### config.mk
export PLATFORM = sky130hd
export DESIGN_NAME = imuldiv_muldiv_dispatch
export DESIGN_NICKNAME = d
export VERILOG_FILES = /design/src/rtl/imuldiv_muldiv_dispatch_pkg.sv /design/src/rtl/imuldiv_muldiv_dispatch_ctrl.sv /design/src/rtl/imuldiv_muldiv_dispatch.sv
export SDC_FILE = /design/constraint.sdc
export NUM_CORES = 1
export LEC_CHECK = 0
export CAP_MARGIN = 15
export CORE_AREA = 2 2 171 173
export CTS_BUF_LIST = sky130_fd_sc_hd__clkbuf_4
export DETAILED_ROUTE_END_ITERATION = 10
export DIE_AREA = 0 0 173 175
export GPL_TIMING_DRIVEN = 0
export HOLD_SLACK_MARGIN = 0.1
export PLACE_DENSITY = 0.71
export SYNTH_ARGS = -nofsm -noshare
export SYNTH_HDL_FRONTEND = slang
export SYNTH_HIERARCHICAL = 1
export SYNTH_SLANG_ARGS = --single-unit
### constraint.sdc
create_clock -name clk -period 2.3 [get_ports clk]
set_input_delay 0.345 -clock clk [delete_from_list [all_inputs] [get_ports clk]]
set_output_delay 0.345 -clock clk [all_outputs]
set_load 0.01 [all_outputs]
### src/rtl/imuldiv_muldiv_dispatch_pkg.sv
// rtl/imuldiv_muldiv_dispatch_pkg.sv - function codes, FSM states and decode helpers for the muldiv dispatcher
package imuldiv_muldiv_dispatch_pkg;

  typedef enum logic [1:0] {
    ST_IDLE  = 2'd0,
    ST_ISSUE = 2'd1,
    ST_WAIT  = 2'd2,
    ST_RESP  = 2'd3
  } state_e;

  localparam logic [2:0] FN_MUL  = 3'd0;
  localparam logic [2:0] FN_DIV  = 3'd1;
  localparam logic [2:0] FN_DIVU = 3'd2;
  localparam logic [2:0] FN_REM  = 3'd3;
  localparam logic [2:0] FN_REMU = 3'd4;

  // Divider function encoding shared with the iterative divider's request message
  localparam logic DIVREQ_FN_SIGNED   = 1'b0;
  localparam logic DIVREQ_FN_UNSIGNED = 1'b1;

  function automatic logic fn_legal(input logic [2:0] fn);
    return fn <= FN_REMU;
  endfunction

  function automatic logic fn_is_div(input logic [2:0] fn);
    return fn != FN_MUL;
  endfunction

  function automatic logic fn_is_rem(input logic [2:0] fn);
    return (fn == FN_REM) || (fn == FN_REMU);
  endfunction

  function automatic logic div_fn_of(input logic [2:0] fn);
    return ((fn == FN_DIVU) || (fn == FN_REMU)) ? DIVREQ_FN_UNSIGNED : DIVREQ_FN_SIGNED;
  endfunction

endpackage

### src/rtl/imuldiv_muldiv_dispatch_ctrl.sv
// rtl/imuldiv_muldiv_dispatch_ctrl.sv - dispatch FSM and val/rdy steering between requester and the two iterative units
module imuldiv_muldiv_dispatch_ctrl
  import imuldiv_muldiv_dispatch_pkg::*;
(
  input  logic clk,
  input  logic reset,
  input  logic muldivreq_val,
  input  logic req_legal,
  input  logic sel_div,
  input  logic mulreq_rdy,
  input  logic divreq_rdy,
  input  logic mulresp_val,
  input  logic divresp_val,
  input  logic muldivresp_rdy,
  output logic muldivreq_rdy,
  output logic mulreq_val,
  output logic divreq_val,
  output logic mulresp_rdy,
  output logic divresp_rdy,
  output logic muldivresp_val,
  output logic req_accept,
  output logic resp_capture,
  output logic resp_done
);

  state_e state, state_next;

  always_ff @(posedge clk) begin
    if (reset) state <= ST_IDLE;
    else       state <= state_next;
  end

  always_comb begin
    state_next = state;
    case (state)
      ST_IDLE:  if (muldivreq_val) state_next = req_legal ? ST_ISSUE : ST_RESP;
      ST_ISSUE: if (sel_div ? divreq_rdy : mulreq_rdy) state_next = ST_WAIT;
      ST_WAIT:  if (sel_div ? divresp_val : mulresp_val) state_next = ST_RESP;
      ST_RESP:  if (muldivresp_rdy) state_next = ST_IDLE;
      default:  state_next = ST_IDLE;
    endcase
  end

  // sel_div comes from the latched fn, so the unselected unit never sees val or rdy
  always_comb begin
    muldivreq_rdy  = (state == ST_IDLE);
    mulreq_val     = (state == ST_ISSUE) && !sel_div;
    divreq_val     = (state == ST_ISSUE) && sel_div;
    mulresp_rdy    = (state == ST_WAIT) && !sel_div;
    divresp_rdy    = (state == ST_WAIT) && sel_div;
    muldivresp_val = (state == ST_RESP);
    req_accept     = (state == ST_IDLE) && muldivreq_val;
    resp_capture   = (state == ST_WAIT) && (sel_div ? divresp_val : mulresp_val);
    resp_done      = (state == ST_RESP) && muldivresp_rdy;
  end

endmodule

### src/rtl/imuldiv_muldiv_dispatch.sv
// rtl/imuldiv_muldiv_dispatch.sv - single-outstanding muldiv scheduler: latches the request, dispatches to mul or div, formats and returns the result
module imuldiv_muldiv_dispatch
  import imuldiv_muldiv_dispatch_pkg::*;
#(
  parameter int CNT_W = 32
) (
  input  logic             clk,
  input  logic             reset,
  input  logic [2:0]       muldivreq_msg_fn,
  input  logic [31:0]      muldivreq_msg_a,
  input  logic [31:0]      muldivreq_msg_b,
  input  logic             muldivreq_val,
  output logic             muldivreq_rdy,
  output logic [63:0]      muldivresp_msg_result,
  output logic             muldivresp_val,
  input  logic             muldivresp_rdy,
  output logic [31:0]      mulreq_msg_a,
  output logic [31:0]      mulreq_msg_b,
  output logic             mulreq_val,
  input  logic             mulreq_rdy,
  input  logic [63:0]      mulresp_msg_result,
  input  logic             mulresp_val,
  output logic             mulresp_rdy,
  output logic             divreq_msg_fn,
  output logic [31:0]      divreq_msg_a,
  output logic [31:0]      divreq_msg_b,
  output logic             divreq_val,
  input  logic             divreq_rdy,
  input  logic [63:0]      divresp_msg_result,
  input  logic             divresp_val,
  output logic             divresp_rdy,
  output logic [CNT_W-1:0] op_count
);

  logic [2:0]  fn_reg;
  logic [31:0] a_reg, b_reg;
  logic [63:0] result_reg;
  logic [63:0] unit_result, formatted;
  logic        sel_div, req_accept, resp_capture, resp_done;

  assign sel_div = fn_is_div(fn_reg);

  imuldiv_muldiv_dispatch_ctrl u_ctrl (
    .clk            (clk),
    .reset          (reset),
    .muldivreq_val  (muldivreq_val),
    .req_legal      (fn_legal(muldivreq_msg_fn)),
    .sel_div        (sel_div),
    .mulreq_rdy     (mulreq_rdy),
    .divreq_rdy     (divreq_rdy),
    .mulresp_val    (mulresp_val),
    .divresp_val    (divresp_val),
    .muldivresp_rdy (muldivresp_rdy),
    .muldivreq_rdy  (muldivreq_rdy),
    .mulreq_val     (mulreq_val),
    .divreq_val     (divreq_val),
    .mulresp_rdy    (mulresp_rdy),
    .divresp_rdy    (divresp_rdy),
    .muldivresp_val (muldivresp_val),
    .req_accept     (req_accept),
    .resp_capture   (resp_capture),
    .resp_done      (resp_done)
  );

  // Remainder ops swap halves so the architectural result always sits in the low word
  always_comb begin
    unit_result = sel_div ? divresp_msg_result : mulresp_msg_result;
    formatted   = fn_is_rem(fn_reg) ? {unit_result[31:0], unit_result[63:32]} : unit_result;
  end

  // Clearing the result on accept leaves an illegal fn answering with zero
  always_ff @(posedge clk) begin
    if (reset) begin
      fn_reg     <= FN_MUL;
      a_reg      <= '0;
      b_reg      <= '0;
      result_reg <= '0;
      op_count   <= '0;
    end else begin
      if (req_accept) begin
        fn_reg     <= muldivreq_msg_fn;
        a_reg      <= muldivreq_msg_a;
        b_reg      <= muldivreq_msg_b;
        result_reg <= '0;
      end
      if (resp_capture) result_reg <= formatted;
      if (resp_done)    op_count   <= op_count + CNT_W'(1);
    end
  end

  assign mulreq_msg_a          = a_reg;
  assign mulreq_msg_b          = b_reg;
  assign divreq_msg_a          = a_reg;
  assign divreq_msg_b          = b_reg;
  assign divreq_msg_fn         = div_fn_of(fn_reg);
  assign muldivresp_msg_result = result_reg;

endmodule

# Yosys cells after proc, flatten, opt, wreduce, memory -nomap -nowiden
# Cells that the tools add are included.
# W data, S select, Z words.
# totals
output_inout_bits	231
inputBits	203
word_cells	45
regBits	165
# classes
n_reduce_logical	14
n_addsub	1
eq_ne	10
muxes	13
order_cmp	1
# op_table
op	count
$mux W64	4
$add A32 B1 Y32 const B	1
$mux W2	5
$pmux W2 S4	1
$logic_and A1 B1 Y1	7
$eq A3 B2 Y1 const B	2
$eq A2 B2 Y1 const B	2
$ne A2 B1 Y1 const B	2
$ne A2 B2 Y1 const B	2
$reduce_and A4 Y1	1
$eq A3 B3 Y1 const B	1
$le A3 B3 Y1 const B	1
$mux W1	3
$reduce_bool A3 Y1	1
$eq A2 B1 Y1 const B	1
$logic_not A2 Y1	1
$logic_or A1 B1 Y1	2
$reduce_bool A2 Y1	1
$logic_not A1 Y1	1

# Logic depth before layout (Yosys ltp)
# Gate-level depths: netlist (run 1).
# depth
word_depth	4
ltp_mapped	9
ltp_nobuf	6

# Hierarchy
# The synthesis (run 1) kept the hierarchy.
# modules_own_cells
module	area_per_inst_um2	cells_per_inst	seq_area_each_um2	instances
imuldiv_muldiv_dispatch	7707.4	824	3263.1	1
imuldiv_muldiv_dispatch_ctrl	229.0	28	40.0	1

# Worst setup path before layout (run 1)
# No wires, ideal clock.
# synth_timing
path_kind	flip-flop to flip-flop
startpoint	register fn_reg[2]
endpoint	register result_reg[10] (netlist: muldivresp_msg_result[10])
setup_slack_ns	-0.263
arrival_time_ns	2.502
period_less_slack_ns	2.563
stages_incl_launch_ff	9
setup_time_ns	0.061
path_buffers	3
t_required_ns	2.239
path_cell_list	dfxtp_1 > or3_1 > clkbuf_1 > clkbuf_1 > mux2i_1 > nor2b_1 > nor3_1 > clkbuf_1 > a32o_1
# synth_via
elab_chain_len	4
elab_cells_between_ends	10
cone_classes	eq/ne (2); mux (4); reduce/logical (4)
# synth_rtl
item	line_no	rtl
start: declaration	imuldiv_muldiv_dispatch.sv:35	logic [2:0] fn_reg;
start signal: assignment	imuldiv_muldiv_dispatch.sv:81	fn_reg <= muldivreq_msg_fn;
$reduce_bool A3 Y1 (*)	imuldiv_muldiv_dispatch_pkg.sv:26	return fn != FN_MUL;
via sel_div	imuldiv_muldiv_dispatch.sv:39	logic sel_div, req_accept, resp_capture, resp_done;
$mux W1 (*)	imuldiv_muldiv_dispatch_ctrl.sv:53	resp_capture = (state == ST_WAIT) && (sel_div ? divresp_val : mulresp_val);
$logic_and A1 B1 Y1 (*)	imuldiv_muldiv_dispatch_ctrl.sv:53	
via resp_capture	imuldiv_muldiv_dispatch.sv:39	
$mux W64 or $reduce_bool A2 Y1 (tied branches)	n/a	
end signal: assignment	imuldiv_muldiv_dispatch.sv:86	if (resp_capture) result_reg <= formatted;
end: declaration	imuldiv_muldiv_dispatch.sv:37	logic [63:0] result_reg;
# The timed path passes the listed nets; every way through them passes the cells marked *.
# A chain may end at the register's enable or synchronous reset.

# Worst setup path after layout (run 1)
# layout_timing
startpoint	register u_ctrl.state[1]
endpoint	register op_count[29]
# layout_via
elab_chain_len	2
# layout_rtl
item	line_no	rtl
start: declaration	imuldiv_muldiv_dispatch_ctrl.sv:26	state_e state, state_next;
start signal: assignment	imuldiv_muldiv_dispatch_ctrl.sv:30	else state <= state_next;
$eq A2 B2 Y1	imuldiv_muldiv_dispatch_ctrl.sv:54	resp_done = (state == ST_RESP) && muldivresp_rdy;
$logic_and A1 B1 Y1	imuldiv_muldiv_dispatch_ctrl.sv:54	
via resp_done	imuldiv_muldiv_dispatch.sv:39	
end signal: assignment	imuldiv_muldiv_dispatch.sv:87	if (resp_done) op_count <= op_count + CNT_W'(1);
end: declaration	imuldiv_muldiv_dispatch.sv:32	output logic [CNT_W-1:0] op_count
# The timed path passes the listed nets, and every way through them passes these cells.

==> results of run 1 <==
-- power groups by stage --
stage | clock (W) | sequential (W) | combinational (W)
floorplan | 0 | 0.00368 | 0.00232
global placement | 0 | 0.00358 | 0.00456
detailed placement | 0 | 0.00360 | 0.00462
CTS | 0.00187 | 0.00355 | 0.00486
global route | 0.00197 | 0.00360 | 0.00514
finish | 0.00180 | 0.00355 | 0.00479
-- what timing repair did --
| action | 4_1_cts | 5_1_grt |
|---|---|---|
| buffers inserted | 15 | 3 |
| endpoints found under the setup margin | 155 | 83 |
| gates resized for setup | 79 | 18 |
| pin swaps | 4 | 6 |
-- worst register-to-register path: stages, from the launching register on --
cell	delay (ns)
dfxtp_4	0.40
ha_4	0.14
and2_4	0.14
buf_6	0.12
nand4_1	0.17
buf_4	0.20
or4_4	0.47
or4_1	0.43
a21oi_1	0.15
-- cells in the mapped netlist (all sizes together) --
master and count:
a311oi 1, a211oi 1, nand3 10, a222oi 1, mux2 2, nand2 78
dfxtp 165, ha 5, or4 8, nand4b 1, o31ai 6, a32o 64
inv 7, and3b 1, nor2 84, and2b 2, xnor2 7, or4b 1
clkbuf 48, nor2b 4, or2 64, and2 4, and4 3, buf 79
and3 4, mux2i 134, a21oi 21, xor2 5, o21ai 13, nor4 3
or3 12, nor3 4, nand4 10
-- final cells by class --
cell class / count / area share
Antenna cell: 1 / 0.000188
Buffer: 120 / 0.0590
Clock buffer: 18 / 0.0101
Clock inverter: 14 / 0.0108
Inverter: 7 / 0.00197
Multi-Input combinational cell: 553 / 0.296
Sequential cell: 165 / 0.249
Tap cell: 384 / 0.0360
Timing Repair Buffer: 451 / 0.337
-- layer usage --
metal  vias up  share of wire  GRT usage
met5         -              0          0
met4         0          0.020     0.0611
met3        33          0.078     0.0572
met2       358           0.50      0.352
met1      3805           0.40      0.224
li1       3873              -          -
-- worst max-delay path by stage --
stage	cells past startpoint	endpoint	slack, ns	start
after detailed placement	7	divreq_msg_a[20]	-1.13	muldivreq_val
after global placement	7	divreq_msg_a[17]	-1.01	muldivreq_val
after floorplan	8	op_count[30]	0.00008	u_ctrl/state[0]
after global routing	8	op_count[29]	-0.06	u_ctrl/state[1]
after CTS	5	mulresp_rdy	-0.003	fn_reg[1]
final	8	op_count[29]	0.02	u_ctrl/state[1]
-- cell families after synthesis --
| logic type | count (synthesis) | share of synthesized area |
|---|---|---|
| and+or+nand+nor | 293 | 0.183 |
| DFF | 165 | 0.416 |
| muxes | 136 | 0.172 |
| buffers and inverters | 134 | 0.0966 |
| AOI/OAI and AO/OA | 107 | 0.111 |
| xor gates and xnor gates | 12 | 0.0132 |
| adders and majority gates | 5 | 0.00788 |
-- metrics by stage --
| stage | total power, W | instance area [um2] |
|---|---|---|
| after floorplan | 0.00600 | 7950 |
| after global placement | 0.00814 | 12800 |
| after detailed placement | 0.00822 | 12800 |
| after CTS | 0.0103 | 13300 |
| after global routing | 0.0107 | 13300 |
| final | 0.0101 | 13300 |
==> metrics, run 1 <==
clock-pin slew on the worst setup and hold paths=0.18 ns; Final Critical Period=2.28 ns; area occupied by multi-input gates=0.00395 mm2; Slew Viols, Final=0; reg2reg end=op_count[29]; clk_skew=0.0260 ns; final wirelength=30600 um; number of cells on the worst reg-to-reg path=8; Synth Net Count=1060; Initial Util=0.280; CTS Sinks=165; VDD IR max=0.000336 V; critical path type=register to register; Core Area=0.0284 mm2; final setup violation count=0; Net Switching=0.00367 W; latest clock arrival within the worst-skew pair=0.56 ns; CP max stage delay=0.47 ns; Final nets=1523; critical path's slowest cell=or4_4; Post-DP HPWL=24000 um; cell family contributing the most delay on the critical path=simple AND/OR/NAND/NOR gates; cts hold-fix bufs=0; critical path cell sequence=ha_4 > and2_4 > buf_6 > nand4_1 > buf_4 > or4_4 > or4_1 > a21oi_1; type of origin of the critical path=register; Sw Ratio=0.362; synth-to-layout area growth=68.0%; area share of the largest cell type after synthesis=0.416; RSZ-0062 raised after global routing=yes; CTS buffer count=17; setup slack at placement=-1.13 ns; most frequent cells in the layout=clkdlybuf4s50_1 (427), dfxtp_1 (160), mux2i_1 (134); first-pass GRT wire length=46600 um; max FFs per register=64; Slew HR=0.517; H-tree Lvls=4; setup ws final=0.0205 ns; required time worst endpoint=2.78 ns; WP buf/inv=2; critical path peak fanout=8; logic gate share of total power=0.473; FF-to-FF Start=u_ctrl/state[1]; GR Overflow Total=0; Row Count=62; Final period util=0.991; cells after synthesis=852; Synth Cell Area=0.00794 mm2; Hold Path Sink=divreq_msg_a[16]; Synth Register Bits=165; largest net degree at the start of global routing=18; top cells by area, synth=dfxtp_1 (42%), mux2i_1 (17%), a32o_1 (8.1%); Final Util=0.470; hold path cells=3; Setup TNS=0 ns; clock share of power=0.177; vias in the first global route=8058; CTS tree=built; Die H=175 um; Hold Path Class=input pin to register; GR Util All Layers=0.196; Post-DRT Antenna Nets=0; routed len/inst=17.9 um; Hold Startpoint=muldivreq_msg_a[16]; Post-Layout Cell Count=1713; Synth Warn #=6; RD Place Congestion=0.868; Crit path arrival time=2.75 ns; Root Buffer=clkbuf_4; antenna violations before repair=1; area leader, netlist=dfxtp_1; pwr/cell area=760 mW/mm2; Pleak=5.12 nW; # fillers=2769; FF/Latch Area=0.00332 mm2; fmax=439 MHz; via count=8069; post-synthesis sequential area ratio=0.416; Die Footprint=0.0303 mm2; Fin Hold WS=0.368 ns; Netlist cell types=40; most common cell after layout, fill and taps aside=clkdlybuf4s50_1; Pint=0.00647 W; sequential share of power=0.350; Initial DRC Count=361; share of cells above drive strength 1=0.181; reg2reg setup slack=0.02 ns; TritonRoute pass-1 iters=5; via/cell ratio=4.71; status=complete, no violations; maxcap violations=0; Slew @ Worst Pin=0.725 ns; largest buffer count on any clock path=2; Crit. End Element=register; Die W=173 um; io pins=434; Remaining DRCs=0; placed insts=1669; mean area per synthesized cell=9.31 um2; Port-buffer cells=433; final hold vios=0
(Power assumes the default switching activity.)
==> inputs of run 2 (changes only) <==
--- a/config.mk
+++ b/config.mk
@@ -6,13 +6,16 @@
 export NUM_CORES = 1
 export LEC_CHECK = 0
 export CAP_MARGIN = 15
-export CORE_AREA = 2 2 171 173
+export CELL_PAD_IN_SITES_DETAIL_PLACEMENT = 1
+export CELL_PAD_IN_SITES_GLOBAL_PLACEMENT = 2
+export CORE_MARGIN = 1.5
+export CORE_UTILIZATION = 20
 export CTS_BUF_LIST = sky130_fd_sc_hd__clkbuf_4
 export DETAILED_ROUTE_END_ITERATION = 10
-export DIE_AREA = 0 0 173 175
 export GPL_TIMING_DRIVEN = 0
 export HOLD_SLACK_MARGIN = 0.1
-export PLACE_DENSITY = 0.71
+export PLACE_DENSITY = 0.87
+export SLEW_MARGIN = 20
 export SYNTH_ARGS = -nofsm -noshare
 export SYNTH_HDL_FRONTEND = slang
 export SYNTH_HIERARCHICAL = 1
==> constraint.sdc (replaced) <==
create_clock -name clk -period 2.3 [get_ports clk]
set_input_delay 0.345 -clock clk [delete_from_list [all_inputs] [get_ports clk]]
set_output_delay 0.345 -clock clk [all_outputs]
set_load 0.02 [all_outputs]
==> metrics, run 2 (synthesis gave the netlist of run 1 again) <==
status=complete, no violations; placed insts=1803; maxcap violations=0; # fillers=4526; Hold Startpoint=muldivreq_msg_a[24]; type of origin of the critical path=register; vias in the first global route=8712; synth-to-layout area growth=70.4%; FF/Latch Area=0.00331 mm2; final hold vios=0; FF-to-FF Start=u_ctrl/state[0]; Hold Path Sink=divreq_msg_a[24]; final setup violation count=0; Slew HR=0.491; critical path cell sequence=or3_4 > clkbuf_16 > and2b_2 > buf_6; pwr/cell area=788 mW/mm2; clock-pin slew on the worst setup and hold paths=0.16 ns; Hold Path Class=input pin to register; Root Buffer=clkbuf_4; Fin Hold WS=0.329 ns; antenna violations before repair=1; Slew Viols, Final=0; Die H=202 um; RSZ-0062 raised after global routing=yes; reg2reg setup slack=0.08 ns; most frequent cells in the layout=clkdlybuf4s50_1 (427), dfxtp_1 (159), mux2i_1 (134); WP buf/inv=2; Core Area=0.0389 mm2; Crit. End Element=output pin; RD Place Congestion=0.825; via/cell ratio=4.37; cts hold-fix bufs=0; critical path peak fanout=7; Final Critical Period=2.22 ns; Initial Util=0.204; required time worst endpoint=1.96 ns; routed len/inst=18.5 um; Post-DRT Antenna Nets=0; Die W=202 um; Final nets=1524; final wirelength=34300 um; io pins=434; Post-DP HPWL=27300 um; H-tree Lvls=4; Initial DRC Count=228; Remaining DRCs=0; cell family contributing the most delay on the critical path=simple AND/OR/NAND/NOR gates; hold path cells=3; area occupied by multi-input gates=0.00397 mm2; Highest Signal Layer=met4; Slew @ Worst Pin=0.764 ns; Port-buffer cells=433; Row Count=72; GR Overflow Total=0; fmax=451 MHz; metal3 WL=2970 um; critical path's slowest cell=or3_4; Pleak=5.13 nW; CTS tree=built; Crit path arrival time=1.87 ns; VDD IR max=0.000367 V; Final period util=0.965; largest net degree at the start of global routing=17; Die Footprint=0.0409 mm2; total power=0.0107 W; clk_skew=0.0320 ns; latest clock arrival within the worst-skew pair=0.61 ns; TritonRoute pass-1 iters=4; most common cell after layout, fill and taps aside=clkdlybuf4s50_1; reg2reg end=op_count[26]; share of cells above drive strength 1=0.182; via count=8073; number of cells on the worst reg-to-reg path=7; first-pass GRT wire length=51100 um; CTS Sinks=165; CP max stage delay=0.40 ns; critical path type=register to output pin; max FFs per register=64; metal1 wirelength=13300 um; CTS buffer count=17; Post-Layout Cell Count=1847; GR Util All Layers=0.165; largest buffer count on any clock path=2; met2 WL=17200 um
[run 2: cell types whose count changed in the layout (fill, tap and decap cells not counted), sizes merged, moves of 2 or more]
cell           change
bufinv             +2
clkbuf             +3
clkdlybuf4s15      -2
dlygate4sd2        +2
dlymetal6s2s       -2
inv                -6
[run 2: worst max path at each step]
| stage | start | to | slack [ns] | cells after the start |
|---|---|---|---|---|
| after CTS | fn_reg[0] | mulreq_val | -0.03 | 4 |
| final | fn_reg[0] | mulreq_val | 0.08 | 4 |
| after detailed placement | muldivreq_val | divreq_msg_a[4] | -1.23 | 7 |
| after global placement | muldivreq_val | divreq_msg_a[9] | -1.19 | 7 |
| after global routing | fn_reg[0] | mulreq_val | -0.05 | 4 |
| after floorplan | u_ctrl/state[0] | op_count[30] | -0.06 | 8 |
[run 2: final cells by class]
type                    count  area share
repair buffers            450       0.331
clock inverters            12      0.0103
clock buffers              18     0.00999
flip-flops and latches    165       0.245
plain buffers             122      0.0599
inverters                   7     0.00194
diodes                      2    0.000370
well taps                 518      0.0479
multi-input cells         553       0.294
[run 2: worst reg2reg max path, cell delays in order (launching register included)]
cell	delay, ns
dfxtp_4	0.39
ha_4	0.15
and2_4	0.20
nand3_4	0.09
or4_4	0.55
buf_6	0.15
or4_1	0.49
a21oi_1	0.15
[run 2: power breakdown]
part           leakage [nW]  internal (W)  switching (W)
logic                  3.64       0.00264        0.00263
registers              1.34       0.00324       0.000298
clock network         0.144      0.000736        0.00111
[run 2: metrics by stage]
step / setup TNS (ns) / cell area (um2) / utilization / worst slack, ns
global placement: -103.98 / 12900 / 0.332 / -1.19
global route: -0.455 / 13500 / 0.347 / -0.0522
detailed placement: -106.13 / 12900 / 0.332 / -1.23
floorplan: -1.45 / 7950 / - / -0.0560
CTS: -0.0461 / 13500 / 0.346 / -0.0279
finish: 0 / 13500 / 0.347 / 0.0813
[run 2: routing by layer]
layer,vias up,global-route usage
met1,3866,0.175
met5,-,0
met4,0,0.0601
li1,3871,-
met2,310,0.296
met3,26,0.0632
[run 2: repair_timing]
item / 4_1_cts / 5_1_grt
resized for setup: 81 / 23
buffers inserted: 17 / 0
endpoints found under the setup margin: 158 / 96
pin swaps: 5 / 3
==> inputs of run 3 (changes only) <==
--- a/config.mk
+++ b/config.mk
@@ -5,18 +5,18 @@
 export SDC_FILE = /design/constraint.sdc
 export NUM_CORES = 1
 export LEC_CHECK = 0
+export ABC_AREA = 1
 export CAP_MARGIN = 15
 export CELL_PAD_IN_SITES_DETAIL_PLACEMENT = 1
 export CELL_PAD_IN_SITES_GLOBAL_PLACEMENT = 2
 export CORE_MARGIN = 1.5
-export CORE_UTILIZATION = 20
+export CORE_UTILIZATION = 19
 export CTS_BUF_LIST = sky130_fd_sc_hd__clkbuf_4
 export DETAILED_ROUTE_END_ITERATION = 10
 export GPL_TIMING_DRIVEN = 0
 export HOLD_SLACK_MARGIN = 0.1
-export PLACE_DENSITY = 0.87
+export PLACE_DENSITY = 0.88
 export SLEW_MARGIN = 20
 export SYNTH_ARGS = -nofsm -noshare
 export SYNTH_HDL_FRONTEND = slang
-export SYNTH_HIERARCHICAL = 1
 export SYNTH_SLANG_ARGS = --single-unit
==> metrics, run 3 <==
Main synth FF type=dfxtp_1; Synth Register Bits=165; Hold Path Class=input pin to register; most frequent cells in the layout=clkdlybuf4s50_1 (426), nand2_1 (278), nor2_1 (205); RD Place Congestion=0.855; cts hold-fix bufs=0; total power=0.0135 W; post-route cell area=0.0142 mm2; via count=10431; type of origin of the critical path=register; io pins=434; latest clock arrival within the worst-skew pair=0.63 ns; GR Overflow Total=0; ys async rst share=0; Slew Viols, Final=0; Initial Util=0.193; met3 Use GR=0.0445; status=complete, no violations; Netlist cell types=27; Post-DRT Antenna Nets=0; final setup violation count=0; required time worst endpoint=1.96 ns; CTS Sinks=165; Row Count=78; Post-synth EDFFs=0; routed len/inst=18.3 um; critical path type=register to output pin; Hold Startpoint=muldivreq_msg_b[23]; Die W=218 um; VDD IR max=0.000400 V; pwr/cell area=956 mW/mm2; Core Area=0.0455 mm2; critical path peak fanout=3; GR peak layer=met2; most common cell after layout, fill and taps aside=clkdlybuf4s50_1; Slew @ Worst Pin=0.862 ns; CTS tree=built; Die Footprint=0.0475 mm2; Die H=218 um; Final Critical Period=2.18 ns; count leader, synth=nand2_1; cells after synthesis=1340; Post-DP HPWL=36300 um; post-synthesis sequential area ratio=0.377; first-pass GRT wire length=65600 um; final hold vios=0; antenna violations before repair=4; via/cell ratio=4.33; Final period util=0.948; Synth Cell Area=0.00877 mm2; mean area per synthesized cell=6.55 um2; Initial DRC Count=393; FF-to-FF Start=u_ctrl.state[1]; Root Buffer=clkbuf_4; max FFs per register=64; met2 Use GR=0.335; top cells by area, synth=dfxtp_1 (38%), nand2_1 (12%), nor2_1 (8.9%); Synth Net Count=1549; fmax=459 MHz; Crit. End Element=output pin; area share of the largest cell type after synthesis=0.377; area leader, netlist=dfxtp_1; largest net degree at the start of global routing=17; Crit path arrival time=1.84 ns; largest buffer count on any clock path=2; vias in the first global route=10882; Pleak=5.64 nW; Synth Warn #=0; clock-pin slew on the worst setup and hold paths=0.15 ns; maxcap violations=0; Final nets=2000; share of cells above drive strength 1=0.0959; synth-to-layout area growth=61.3%; clk_skew=0.0253 ns; Commonest cells post-synth=nand2_1 (278), nor2_1 (207), dfxtp_1 (165); Crit. Startpoint=divreq_msg_a[5]; Port-buffer cells=433; met1 Use GR=0.211; H-tree Lvls=4; # fillers=5705; Remaining DRCs=0; TritonRoute pass-1 iters=4; GR Util All Layers=0.184; DP Area=0.0139 mm2; final wirelength=44100 um; Slew HR=0.425; CTS buffer count=17
## run 3: cell count changes after synthesis, sizes merged, moves of 7 or more
cell and delta:
a32o -64, mux2i -134, or4 -8, buf +28, o21ai +134, a21oi +58
nand2 +202, clkbuf -11, or2 -64, nor2 +126, nand3 +145, or3 -12
xnor2 -7, inv +124
## run 3: logic make-up (layout without fill, tap and decap cells)
kind of cell	after synthesis	in the layout	share of synthesized area
AO/OA/AOI/OAI	230	230	0.137
XOR/XNOR	1	1	0.000999
adder cells (fa/ha/maj)	6	6	0.00856
buffers and inverters	275	739	0.164
flip-flops	165	165	0.377
other	0	3	0
AND/OR/NAND/NOR	663	663	0.313
## run 3: where the power goes
group / leakage (nW) / internal [W] / switching [W]
combinational: 4.15 / 0.00325 / 0.00462
clock: 0.146 / 0.000678 / 0.00113
sequential: 1.35 / 0.00340 / 0.000454
## run 3: repair_timing
action                     in CTS  in global routing
setup endpoints to repair      60                 48
setup buffers                   0                  0
gates resized for setup        33                 14
pin swaps                       1                  0
## run 3: cell type report
type	count	area, um2	area share
flip-flops and latches	165	3310	0.234
inverters	131	492	0.0347
multi-input cells	900	4060	0.287
repair buffers	433	4320	0.305
plain buffers	143	957	0.0676
clock inverters	11	110	0.00778
clock buffers	21	158	0.0111
well taps	600	751	0.0531
diodes	3	7.51	0.000531
## run 3: layer usage
layer / vias to the layer above / routed length (um)
met5: - / 13
met4: 2 / 1120
met3: 44 / 2850
met2: 339 / 22000
met1: 4937 / 18100
li1: 5109 / -
## run 3: path summary, 6_finish.rpt
path,end,slack (ns),cells past startpoint
setup / recovery,mulreq_msg_a[5],0.12,2
hold / removal,divreq_msg_b[23],0.34,3
setup reg to reg,muldivresp_msg_result[36],0.27,7
hold reg to reg,muldivresp_msg_result[24],0.49,2
## run 3: worst max-delay path, cell delays in order (launching register included)
cell             delay [ns]
dfxtp_1                0.48
buf_4                  0.15
clkdlybuf4s50_1        0.59
## run 3: per-stage QoR
step	worst slack, ns	cells	TNS, ns	util	hold slack, ns
3_5_place_dp	-0.514	2373	-12.81	0.305	0.474
6_report	0.119	2407	0	0.311	0.342
3_3_place_gp	-0.497	2373	-10.55	0.305	0.468
4_1_cts	0.00127	2404	0	0.311	0.252
2_1_floorplan	0.624	1340	0	-	0.488
5_1_grt	-0.00853	2407	-0.00853	0.311	0.273
